`src/rtl/ram_port_ctrl.sv`:
```
// Processor-side request port for an SDRAM block: issues single-word writes and reads,
// waits for read data with a timeout, and discards read data that nobody asked for.
module ram_port_ctrl #(
  parameter int TIMEOUT = 255
) (
  input  logic        clk,
  input  logic        rst,
  input  logic [23:0] req_addr,
  input  logic [15:0] req_wr_data,
  input  logic        req_wr,
  input  logic        req_rd,
  output logic        req_ready,
  output logic [15:0] rsp_data,
  output logic        rsp_valid,
  output logic        err,
  input  logic        err_clr,
  output logic [7:0]  drop_cnt,
  output logic [23:0] ram_addr,
  output logic [15:0] ram_wr_data,
  output logic        ram_wr_en,
  output logic        ram_rd_en,
  input  logic        ram_busy,
  input  logic        ram_rd_ready,
  input  logic [15:0] ram_rd_data,
  output logic        ram_rd_ack
);

  localparam int CNT_W = $clog2(TIMEOUT + 2);

  localparam logic [1:0] IDLE     = 2'd0;
  localparam logic [1:0] ISSUE_WR = 2'd1;
  localparam logic [1:0] ISSUE_RD = 2'd2;
  localparam logic [1:0] WAIT_RD  = 2'd3;

  logic [1:0]       state_r;
  logic [1:0]       state_nxt_s;
  logic [CNT_W-1:0] wait_cnt_r;
  logic             rd_hit_s;
  logic             timeout_s;
  logic             drop_s;

  assign req_ready  = (state_r == IDLE);
  // Strobes are gated by rst so the SDRAM side sees nothing while reset is held.
  assign ram_wr_en  = rst && (state_r == ISSUE_WR) && !ram_busy;
  assign ram_rd_en  = rst && (state_r == ISSUE_RD) && !ram_busy;
  assign ram_rd_ack = rst && ram_rd_ready;

  assign rd_hit_s  = (state_r == WAIT_RD) && ram_rd_ready;
  assign timeout_s = (state_r == WAIT_RD) && !ram_rd_ready && (wait_cnt_r == CNT_W'(TIMEOUT));
  assign drop_s    = (state_r != WAIT_RD) && ram_rd_ready;

  // Next-state selection for the request FSM.
  always_comb begin
    state_nxt_s = state_r;
    case (state_r)
      IDLE: begin
        if (req_wr) begin
          state_nxt_s = ISSUE_WR;
        end else if (req_rd) begin
          state_nxt_s = ISSUE_RD;
        end else begin
          state_nxt_s = IDLE;
        end
      end
      ISSUE_WR: begin
        if (!ram_busy) begin
          state_nxt_s = IDLE;
        end else begin
          state_nxt_s = ISSUE_WR;
        end
      end
      ISSUE_RD: begin
        if (!ram_busy) begin
          state_nxt_s = WAIT_RD;
        end else begin
          state_nxt_s = ISSUE_RD;
        end
      end
      WAIT_RD: begin
        if (rd_hit_s || timeout_s) begin
          state_nxt_s = IDLE;
        end else begin
          state_nxt_s = WAIT_RD;
        end
      end
      default: state_nxt_s = IDLE;
    endcase
  end

  // State, request latches, wait counter and all registered outputs.
  always_ff @(posedge clk) begin
    if (!rst) begin
      state_r     <= IDLE;
      wait_cnt_r  <= '0;
      rsp_data    <= 16'h0000;
      rsp_valid   <= 1'b0;
      err         <= 1'b0;
      drop_cnt    <= 8'd0;
      ram_addr    <= 24'h000000;
      ram_wr_data <= 16'h0000;
    end else begin
      state_r <= state_nxt_s;

      if (state_r == IDLE && req_wr) begin
        ram_addr    <= req_addr;
        ram_wr_data <= req_wr_data;
      end else if (state_r == IDLE && req_rd) begin
        ram_addr    <= req_addr;
      end

      if (ram_rd_en) begin
        wait_cnt_r <= '0;
      end else if (state_r == WAIT_RD) begin
        wait_cnt_r <= wait_cnt_r + 1'b1;
      end

      rsp_valid <= rd_hit_s || timeout_s;
      if (rd_hit_s) begin
        rsp_data <= ram_rd_data;
      end else if (timeout_s) begin
        rsp_data <= 16'hFFFF;
      end

      // A timeout in the same cycle as err_clr leaves the flag set.
      if (timeout_s) begin
        err <= 1'b1;
      end else if (err_clr) begin
        err <= 1'b0;
      end

      if (drop_s && drop_cnt != 8'hFF) begin
        drop_cnt <= drop_cnt + 8'd1;
      end
    end
  end

endmodule

```
`config.mk`:
```
export PLATFORM = sky130hd
export DESIGN_NAME = ram_port_ctrl
export DESIGN_NICKNAME = d
export VERILOG_FILES = /design/src/rtl/ram_port_ctrl.sv
export SDC_FILE = /design/constraint.sdc
export NUM_CORES = 1
export LEC_CHECK = 0
export BUFFER_PORTS_ARGS = -buffer_cell sky130_fd_sc_hd__clkbuf_2
export CAP_MARGIN = 20
export CORE_ASPECT_RATIO = 1.1
export CORE_MARGIN = 2
export CORE_UTILIZATION = 40
export CTS_CLUSTER_DIAMETER = 50
export DETAILED_ROUTE_END_ITERATION = 7
export PLACE_DENSITY = 0.79
export SLEW_MARGIN = 20
export SYNTH_ARGS = -nofsm -noshare
export SYNTH_HDL_FRONTEND = slang
export SYNTH_SLANG_ARGS = --single-unit
```
`constraint.sdc`:
```
create_clock -name clk -period 1.67 [get_ports clk]
set_input_delay 0.334 -clock clk [delete_from_list [all_inputs] [get_ports clk]]
set_output_delay 0.334 -clock clk [all_outputs]
set_load 0.01 [all_outputs]
```
==> results <==
- The run finished with clean final reports.
- Dividing the final minimum period by the clock period gives 0.987.
- The mean routed wirelength per cell is 13.6 um.
- The aggregate global-route resource usage is 0.185.
- The met3 track demand over resource is 0.0592.
- For the pin with the worst max-slew slack, the measured transition is 0.453 ns.
- The synthesized design spends more area on one cell type than any other, namely sky130_fd_sc_hd__dfxtp_1.
- In the post-synthesis netlist, the biggest area contributors are sky130_fd_sc_hd__dfxtp_1 (50%), sky130_fd_sc_hd__a21oi_1 (8.0%), sky130_fd_sc_hd__o221a_2 (5.9%).
- Pin placement for this block handled 133 I/O pins.
- Setup violations remaining at the end of the flow were counted as 0.
- The detail route stage leaves a number of antenna-violating nets equal to 0.
- 0 antenna diodes ended up in the layout.
- The total iterations of the first detailed-routing run is 4.
- The overall power is 4.29 mW.
- The growth of design area from synthesis to finish is 36.5%.
- The vias per cell is 5.21.
- The core utilization of the finished layout is 0.562.
- The clock-pin slew on the worst setup and hold paths is 0.08 ns.
- The remaining max-slew budget at the tightest pin is 0.698.
- The power density over cell area is 1020 nW/um2.
- STA classifies the critical path startpoint as a flop.
- The launch point of the worst reg-to-reg path is wait_cnt_r[0].
- The die covers 8410 um2.
- Synthesis produced 341 cells.
- The via count of the first global-routing pass came to 2739.
- The number of sinks driven by the clock tree is 77.
- VDD sags by at most 0.543 mV.
- For this configuration, the core starts out at a cell density of 0.412.
- The number of remaining DRC errors is 0.
- The die boundary width is 87.6 um.
- In the final layout, the share of cells above drive strength 1 is 0.424.
- The worst setup path startpoint is wait_cnt_r[0].
- The die is 96.0 um tall.
- The number of inserted filler cells in the final layout is 641.
- The count of unique library cells instantiated by Yosys is 47.
- Setup repair after global routing could not meet its margin everywhere.
- At the end of routability-driven placement, the weighted congestion stood at 0.865.
- The required time at the worst-slack endpoint is 1.91 ns.
- The total via count after detailed routing is 3064.
- Counting every net in the synthesized netlist gives 407.
- The count of final hold-check violations was 0.
- The final count of pins violating max slew is 0.
- The cell internal power dissipation is 3.20 mW.
- After the first detailed-routing iteration, the DRC count stood at 105.
- The number of clock buffers inserted by TritonCTS is 9.
- The register-to-register path setup slack is 0.02 ns.
- The count of nets after finishing is 544.
- The number of flops mapped to enable cells by yosys is 0.
- Of the total power, registers draw 0.464.
- Ranked by instance count, the synthesized netlist is headed by sky130_fd_sc_hd__dfxtp_1 (77), sky130_fd_sc_hd__a21oi_1 (49), sky130_fd_sc_hd__nand2_1 (42).
- In this run the number of H-tree levels came out at 3.
- For the worst setup path, the data arrival time is 1.89 ns.
- The core region is 7470 um2.
- The tightest min-delay check is of the primary input to flop type.
- The hold path startpoint is req_wr_data[9].
- The portion of total power attributed to combinational logic is 0.141.
- The max-cap check violation count is 0.
- The endpoint type of the worst setup path is a flop.
- A synthesized cell averages 9.02 um2.
- The share of Yosys cell area claimed by the top area cell type is 0.501.
- The clock passes through at most 2 buffers.
- In the global route stage, met1 resource usage came out at 0.209.
- The global-route track usage on met2 is 0.319.
- The async set or reset register ratio after synthesis is 0.
- The most common cell in the synthesized netlist is sky130_fd_sc_hd__dfxtp_1.
- The analysis attributes to net switching a power of 1.09 mW.
- The cell area after technology mapping is 3080 um2.
- The net switching fraction of the power is 0.253.
- The initial antenna violation count came to 0.
- Entering global routing, the biggest net connects 28 pins.
- The clock network fraction of design power is 0.395.
- The count of input and output buffers is 132.
- The clock reaches the later pin of the worst-skew pair after 0.35 ns.
- The post-route clock skew is 0.00967 ns.
- The post-detailed-placement half-perimeter wirelength is 5540 um.
- The cell sitting at the root of the clock tree is a sky130_fd_sc_hd__clkbuf_8.
- The routing layer with the top usage in global route is met2.
- The number of warnings printed during yosys synthesis is 0.
- The worst-path maximum fanout is 9.
- The most used flip-flop cell after synthesis is sky130_fd_sc_hd__dfxtp_1.
- The TritonCTS clock tree is built.
- The number of rows in the core area is 33.
- For this design the static power due to leakage is 1.85 nW.
- After synthesis the netlist holds a flip-flop and latch count of 77.
- The wire length of the first global-routing pass is 12200 um.
- The total overflow left after global routing is 0.
- Of the synthesized area, sequential elements account for 0.501.
- The overall routed net length is 8000 um.
- The kind of critical path is flop to flop.
- The post-route minimum period is 1.65 ns.
- The highest achievable clock rate is 607 MHz.
[state kept, by name, indices dropped and copies added, names as in the netlist]
name,flops
state_r,2
drop_cnt,8
rsp_valid,1
rsp_data,16
ram_wr_data,16
wait_cnt_r,9
ram_addr,24
err,1
[per-layer routing]
metal	part of all wire	routed length, um
met4	0.015	123
met1	0.42	3380
met5	0	0
met2	0.49	3910
met3	0.074	590
[cell families after synthesis]
family / Yosys count / share of synthesized area
AO/OA/AOI/OAI: 110 / 0.230
XOR/XNOR: 2 / 0.00569
adder cells (fa/ha/maj): 3 / 0.0122
buffers and inverters: 34 / 0.0565
flip-flops: 77 / 0.501
multiplexers: 4 / 0.0130
AND/OR/NAND/NOR: 111 / 0.182
[worst paths after layout]
check                          to  depth (start not counted)
setup reg to reg      rsp_data[6]                          7
hold / removal     ram_wr_data[9]                          3
hold reg to reg   ram_wr_data[14]                          2
setup / recovery      rsp_data[6]                          7
[per-stage QoR]
stage	hold WS, ns	instances	cell area, um2	setup TNS, ns	setup slack [ns]
global route	0.186	588	4200	-0.111	-0.0509
CTS	0.177	581	4100	0	0.000447
detailed placement	0.450	565	3840	0	0.0179
global placement	0.442	565	3840	0	0.102
floorplan	0.452	341	3080	0	0.00386
finish	0.197	588	4200	0	0.0213
[layout make-up]
cell class                      count  area, um2  area share
Clock buffer                       11        131      0.0313
Clock inverter                      5        108      0.0256
Inverter                            6       22.5     0.00536
Multi-Input combinational cell    230       1400       0.333
Sequential cell                    77       1550       0.369
Tap cell                          105        131      0.0313
Timing Repair Buffer              154        860       0.205
[power by group through the flow]
stage	Combinational (mW)	Clock, mW	Sequential [mW]
floorplan	0.290	0	2.07
global placement	0.562	0	2.03
detailed placement	0.574	0	2.03
CTS	0.578	1.74	1.99
global route	0.671	1.82	2.00
finish	0.603	1.69	1.99
[cells in the final DEF, fill, tap and decap left out, types with 3 or more instances in the layout]
cell	synthesis	final
sky130_fd_sc_hd__nor4_1	4	3
sky130_fd_sc_hd__clkbuf_2	1	130
sky130_fd_sc_hd__nand2b_1	3	3
sky130_fd_sc_hd__bufinv_16	0	3
sky130_fd_sc_hd__mux2i_1	4	4
sky130_fd_sc_hd__nor2_1	7	6
sky130_fd_sc_hd__dfxtp_2	0	4
sky130_fd_sc_hd__clkbuf_8	1	9
sky130_fd_sc_hd__nand3_1	29	28
sky130_fd_sc_hd__o221a_2	16	16
sky130_fd_sc_hd__dfxtp_1	77	72
sky130_fd_sc_hd__o21ai_0	29	29
sky130_fd_sc_hd__a211oi_1	5	5
sky130_fd_sc_hd__a21oi_1	49	49
sky130_fd_sc_hd__nand2_1	42	42
sky130_fd_sc_hd__buf_4	2	19
sky130_fd_sc_hd__nand4_1	3	3
sky130_fd_sc_hd__a41oi_1	3	3
sky130_fd_sc_hd__and2_1	3	3
sky130_fd_sc_hd__or4_1	3	3
sky130_fd_sc_hd__inv_1	5	4
[critical path, cell delays in order (launching register included)]
cell	delay, ns
sky130_fd_sc_hd__dfxtp_2	0.33
sky130_fd_sc_hd__ha_2	0.20
sky130_fd_sc_hd__nand3_2	0.08
sky130_fd_sc_hd__nor2_2	0.04
sky130_fd_sc_hd__ha_2	0.19
sky130_fd_sc_hd__o211a_4	0.28
sky130_fd_sc_hd__clkbuf_16	0.16
sky130_fd_sc_hd__o221a_2	0.26
[what timing repair did]
| action | 4_1_cts | 5_1_grt |
|---|---|---|
| endpoints found under the setup margin | 3 | 21 |
| hold buffers | 0 | 0 |
| buffers inserted | 0 | 6 |
| gates cloned | 0 | 1 |
| resized for setup | 4 | 12 |
| pin swaps | 0 | 1 |
Note: power is estimated with default switching activity, not from simulation.
